===== config.mk =====
export PLATFORM = sky130hd
export DESIGN_NAME = race_start_sequencer
export DESIGN_NICKNAME = d
export VERILOG_FILES = /design/src/rtl/race_start_sequencer.sv
export SDC_FILE = /design/constraint.sdc
export NUM_CORES = 1
export LEC_CHECK = 0
export ABC_AREA = 1
export BUFFER_PORTS_ARGS = -buffer_cell sky130_fd_sc_hd__buf_2
export CORE_ASPECT_RATIO = 1.25
export CORE_MARGIN = 3
export CORE_UTILIZATION = 44
export CTS_BUF_LIST = sky130_fd_sc_hd__clkbuf_8
export CTS_CLUSTER_DIAMETER = 80
export DETAILED_ROUTE_END_ITERATION = 8
export PLACE_DENSITY = 0.68
export SLEW_MARGIN = 20
export SYNTH_ARGS = -nofsm -noshare
export SYNTH_HDL_FRONTEND = slang
export SYNTH_SLANG_ARGS = --single-unit

===== constraint.sdc =====
create_clock -name pclk -period 3 [get_ports pclk]
set_input_delay 0.3 -clock pclk [delete_from_list [all_inputs] [get_ports pclk]]
set_output_delay 0.3 -clock pclk [all_outputs]
set_load 0.01 [all_outputs]

===== src/rtl/race_start_sequencer.sv =====
// rtl/race_start_sequencer.sv - 3-2-1-GO race start countdown with false-start lockout
//
// Ports:
//   pclk              in   pixel clock, all logic on rising edge
//   rst               in   asynchronous active-low reset
//   enable            in   game_visible level; rising edge starts a countdown
//   key_in[3:0]       in   raw car controls {up,down,left,right}
//   controls_out[3:0] out  controls to car_ctl, live only in GO/RACE
//   timer_start       out  one-cycle pulse in the first GO cycle
//   race_active       out  high in GO and RACE
//   countdown_visible out  digit overlay select (COUNT)
//   countdown_digit   out  digit shown during COUNT, binary
//   go_visible        out  "GO" overlay select
//   false_start       out  cheater overlay select (PENALTY)
module race_start_sequencer #(
  parameter int STEP_TICKS    = 65_000_000,
  parameter int COUNT_FROM    = 3,
  parameter int PENALTY_STEPS = 2,
  parameter int CNT_W         = 27
) (
  input  logic       pclk,
  input  logic       rst,
  input  logic       enable,
  input  logic [3:0] key_in,
  output logic [3:0] controls_out,
  output logic       timer_start,
  output logic       race_active,
  output logic       countdown_visible,
  output logic [3:0] countdown_digit,
  output logic       go_visible,
  output logic       false_start
);

  typedef enum logic [2:0] {
    S_IDLE,
    S_COUNT,
    S_GO,
    S_RACE,
    S_PENALTY
  } state_t;

  localparam logic [CNT_W-1:0] TICK_LAST  = CNT_W'(STEP_TICKS - 1);
  localparam logic [3:0]       DIGIT_INIT = 4'(COUNT_FROM);
  localparam logic [3:0]       PEN_INIT   = 4'(PENALTY_STEPS);

  state_t           state, state_n;
  logic [CNT_W-1:0] tick, tick_n;
  logic [3:0]       digit, digit_n;
  logic [3:0]       pen, pen_n;
  logic             enable_q;
  logic             start;
  logic             step_end;

  logic [3:0] controls_n;
  logic       timer_start_n;
  logic       race_active_n;
  logic       countdown_visible_n;
  logic [3:0] countdown_digit_n;
  logic       go_visible_n;
  logic       false_start_n;

  assign start    = enable & ~enable_q;
  assign step_end = (tick == TICK_LAST);

  always_ff @(posedge pclk or negedge rst) begin
    if (!rst) begin
      state             <= S_IDLE;
      tick              <= '0;
      digit             <= '0;
      pen               <= '0;
      enable_q          <= 1'b0;
      controls_out      <= '0;
      timer_start       <= 1'b0;
      race_active       <= 1'b0;
      countdown_visible <= 1'b0;
      countdown_digit   <= '0;
      go_visible        <= 1'b0;
      false_start       <= 1'b0;
    end else begin
      state             <= state_n;
      tick              <= tick_n;
      digit             <= digit_n;
      pen               <= pen_n;
      enable_q          <= enable;
      controls_out      <= controls_n;
      timer_start       <= timer_start_n;
      race_active       <= race_active_n;
      countdown_visible <= countdown_visible_n;
      countdown_digit   <= countdown_digit_n;
      go_visible        <= go_visible_n;
      false_start       <= false_start_n;
    end
  end

  always_comb begin
    state_n = state;
    digit_n = digit;
    pen_n   = pen;
    tick_n  = step_end ? '0 : tick + CNT_W'(1);

    if (!enable) begin
      // Dropping enable abandons the sequence; nothing carries over to the next start.
      state_n = S_IDLE;
      digit_n = '0;
      pen_n   = '0;
    end else begin
      unique case (state)
        S_IDLE: begin
          if (start) begin
            state_n = S_COUNT;
            digit_n = DIGIT_INIT;
          end
        end
        S_COUNT: begin
          // A key press beats a simultaneous step expiry, so GO can never be reached by cheating.
          if (key_in != 4'd0) begin
            state_n = S_PENALTY;
            pen_n   = PEN_INIT;
          end else if (step_end) begin
            if (digit > 4'd1) digit_n = digit - 4'd1;
            else              state_n = S_GO;
          end
        end
        S_GO: begin
          if (step_end) state_n = S_RACE;
        end
        S_RACE: begin
          state_n = S_RACE;
        end
        S_PENALTY: begin
          if (step_end) begin
            if (pen == 4'd1) begin
              state_n = S_COUNT;
              digit_n = DIGIT_INIT;
              pen_n   = '0;
            end else begin
              pen_n = pen - 4'd1;
            end
          end
        end
        default: state_n = S_IDLE;
      endcase
    end

    // Every state starts its step from zero; IDLE and RACE do not time anything.
    if (state_n != state || state_n == S_IDLE || state_n == S_RACE) tick_n = '0;

    // Outputs are decoded from the next state so the registers show the state just entered.
    controls_n          = '0;
    timer_start_n       = 1'b0;
    race_active_n       = 1'b0;
    countdown_visible_n = 1'b0;
    countdown_digit_n   = '0;
    go_visible_n        = 1'b0;
    false_start_n       = 1'b0;
    unique case (state_n)
      S_COUNT: begin
        countdown_visible_n = 1'b1;
        countdown_digit_n   = digit_n;
      end
      S_GO: begin
        go_visible_n  = 1'b1;
        race_active_n = 1'b1;
        controls_n    = key_in;
        timer_start_n = (state == S_COUNT);
      end
      S_RACE: begin
        race_active_n = 1'b1;
        controls_n    = key_in;
      end
      S_PENALTY: begin
        false_start_n = 1'b1;
      end
      default: begin
      end
    endcase
  end

endmodule


==> results.md <==
- CTS max path bufs: 2
- R2R Path Start: digit[0]$_DFF_PN0_
- Period utilization: about four fifths
- Initial antenna violation count: 0
- Syn. warnings: 0
- Post-synth EDFFs: 0
- Post-DP HPWL: 4640 um
- Global-route usage over all layers: 17.3%
- PortBufs: 19
- Crit-path cells: inv_1, ha_1, nor2_1, nor3_1, nand3_2, nand2_2, nand2_2, o21ai_4, nand2_2, nand2_1, nor2_4, nand2_4, nor2_1
- Clock share of power: between 30% and 40%
- Hold Path Class: input port to flip-flop
- Synthesized area: 3100 um^2
- Io pins: 20
- DRC: 0
- Detail Route Antenna Nets: 0
- CP most frequent cell: nand2_2
- DRT Pass-1 Iters: 4
- Max rail drop VDD: 0.000267 V
- Max_cap viols: 0
- Gate power share: 9.3%
- RSZ-0062 raised after global routing: false
- Slew Limit Fails: 0
- Reg2reg end: tick[2]$_DFF_PN0_
- Total gr overflow: 0
- Setup slack, reg-to-reg: 0.55 ns
- Syn_nets: 399
- Die Y-Extent: 99.8 um
- Pwr/cell area: roughly 370 nW/um^2
- Ys async rst share: 100%
- Clk_lat worst skew: 0.31 ns
- Start-to-end type of the worst setup path: flip-flop to flip-flop
- Cell Count Post-Placement: 490
- Htree depth: 2
- Total CTS buffers: 5
- CP Max Fanout: 27
- Worst reg2reg path depth: 13
- Worst slew pin tran: 0.604 ns
- Gpl congestion: 0.887
- Die Wd: 81.0 um
- Synth cell types: 35
- Final setup viols: 0
- P_sw: 0.318 mW
- Clock skew: 0.00985 ns
- Min cycle time layout: 2.45 ns
- Outcome: completed
- Fmax: just over 0.4 GHz
- Total clock sinks: 52
- CP arrival: roughly 2.6 ns
- Total Wirelength: 6220 um
- Initial drt markers: between 150 and 200
- Slew HR: 59.2%
- Total power: 1.25 mW
- Layout cells sized above 1: 22.6%
- Initial Util: 46.3%
- Mean routed wirelength per cell: 12.5 um
- Min Hold Slack: between 0.2 and 0.25 ns
- Via Count: 2480
- CP Launch Point: digit[0]$_DFF_PN0_
- Synth Register Bits: 52
- NumNets Final: 423
- WP data required: 3.19 ns
- Die area: 8080 um^2
- Sw Share: 25.4%
- Fin. Hold Viols: 0
- Core Rows: 33
- Post-CTS Setup Bufs: 0
- Crit-path max cell delay: roughly 0.43 ns
- Worst setup path end: tick[2]$_DFF_PN0_
- Slowest cell on the critical path: dfrtp_1
- Clock-pin slew on the worst setup and hold paths: ~0.1 ns
- Dpl ws: 0.576 ns
- Largest net degree at the start of global routing: 32
- Vias per cell: 4.97
- Clk Tree Root Cell: clkbuf_8
- CTS tree: done
- CP startpoint kind: flip-flop
- Cell leakage power: 1.66 nW
- TNS Setup: 0 ns
- Layout fillers: a little under 700
- Core area: 6690 um^2
- Synth-to-Final Area Change: 8.41%
- First-pass GRT wire length: 11100 um
- PnR worst setup slack: between 0.5 and 0.6 ns
- CP Capture Type: flip-flop
- Sequential fraction of the synthesis area: 42.0%
- Sequential Power Share: between 50% and 60%
- Synth Instances: 387
- Fin cells: 499
- Antenna diodes: 0
- Vias in the first global route: 2529
- Syn Area/Cell: ~8.0 um^2
- Internal Power: 0.932 mW
- Synth Flop Type: dfrtp_1
==> worst max-delay path, delay by kind of cell, from the launching register on <==
family / cells / cell delay [ns]
adder cells (fa/ha/maj): 1 / 0.19
AND/OR/NAND/NOR: 10 / 1.40
buffers and inverters: 1 / 0.11
AO/OA/AOI/OAI: 1 / 0.20
flip-flops: 1 / 0.43
==> worst min-delay path by stage <==
stage / start / endpoint / slack (ns) / cells after the start
floorplan: rst / controls_out[0]$_DFF_PN0_ / 0.004 / 0
global placement: rst / tick[5]$_DFF_PN0_ / 0.29 / 1
detailed placement: rst / tick[5]$_DFF_PN0_ / 0.29 / 1
CTS: key_in[3] / controls_out[3]$_DFF_PN0_ / 0.21 / 3
global route: key_in[3] / controls_out[3]$_DFF_PN0_ / 0.22 / 3
finish: key_in[3] / controls_out[3]$_DFF_PN0_ / 0.22 / 3
==> flip-flops by register name, indices dropped and copies added (netlist names) <==
| signal | cells |
|---|---|
| go_visible | 1 |
| race_active | 1 |
| countdown_digit | 4 |
| pen | 4 |
| false_start | 1 |
| controls_out | 4 |
| digit | 4 |
| enable_q | 1 |
| tick | 27 |
| timer_start | 1 |
| countdown_visible | 1 |
| state | 3 |
==> layer usage <==
layer	up-vias	share of wire [%]	global-route usage [%]
li1	1263	-	-
met1	1173	44	20.7
met2	36	52	31.1
met3	8	2.9	3.32
met4	0	1.2	4.94
met5	-	0	0
==> logic make-up after synthesis <==
group | count (synthesis) | share of synthesized area (%)
flip-flops | 52 | 42.0
XOR/XNOR | 11 | 3.11
AO/OA/AOI/OAI | 29 | 5.98
adder cells (fa/ha/maj) | 5 | 2.02
buffers and inverters | 62 | 8.93
AND/OR/NAND/NOR | 228 | 37.9
==> cells in the mapped netlist, types with 3 or more instances <==
| library cell | instances | area [um^2] |
|---|---|---|
| a21oi_1 | 7 | 35.0 |
| dfrtp_1 | 52 | 1300 |
| ha_1 | 5 | 62.6 |
| inv_1 | 49 | 184 |
| inv_2 | 8 | 30.0 |
| nand2_1 | 72 | 270 |
| nand2_2 | 15 | 93.8 |
| nand3_1 | 23 | 115 |
| nand3_2 | 3 | 30.0 |
| nand4_1 | 10 | 62.6 |
| nor2_1 | 55 | 206 |
| nor2_2 | 20 | 125 |
| nor2_4 | 7 | 78.8 |
| nor3_1 | 11 | 55.1 |
| o21ai_0 | 12 | 60.1 |
| or2_2 | 3 | 18.8 |
| xor2_1 | 9 | 78.8 |
==> cell type report <==
| type | instances | area (um^2) | share of cell area (%) |
|---|---|---|---|
| clock inverter | 2 | 11.3 | 0.336 |
| tap | 87 | 109 | 3.24 |
| timing repair buffer | 22 | 120 | 3.58 |
| sequential | 52 | 1300 | 38.8 |
| multi-input combinational | 273 | 1520 | 45.2 |
| inverter | 57 | 214 | 6.38 |
| clock buffer | 6 | 82.6 | 2.46 |
==> through the flow <==
| step | utilization (%) | cell area, um^2 |
|---|---|---|
| floorplan | - | 3100 |
| global placement | 48.6 | 3250 |
| detailed placement | 48.6 | 3250 |
| CTS | 50.2 | 3360 |
| global route | 50.2 | 3360 |
| finish | 50.2 | 3360 |
==> power groups by stage <==
stage	Clock (mW)	Combinational, mW	Sequential (mW)
floorplan	0	0.0841	0.735
global placement	0	0.114	0.735
detailed placement	0	0.117	0.735
CTS	0.429	0.119	0.722
global route	0.451	0.136	0.724
finish	0.412	0.117	0.722
==> layout by cell type, fill, tap and decap left out, drive strengths merged <==
master       count
o21bai           1
xnor2            2
o21ai           13
o311ai           2
o221ai           2
a31o             2
buf             21
inv             58
a31oi            1
clkinvlp         1
o211ai           1
nand2           89
dfrtp           52
or2              3
a21oi            7
nor2            84
nor4             1
clkbuf           6
dlygate4sd3      1
xor2             9
nand4           10
nand3b           2
ha               5
nor3            12
nand3           27
==> what timing repair did <==
| action | in CTS | in global routing |
|---|---|---|
| endpoints found under the hold margin | 21 | 0 |
| resized for setup | 0 | 0 |
| hold buffers | 1 | 0 |
No activity file was read; power rests on OpenSTA's default activity.
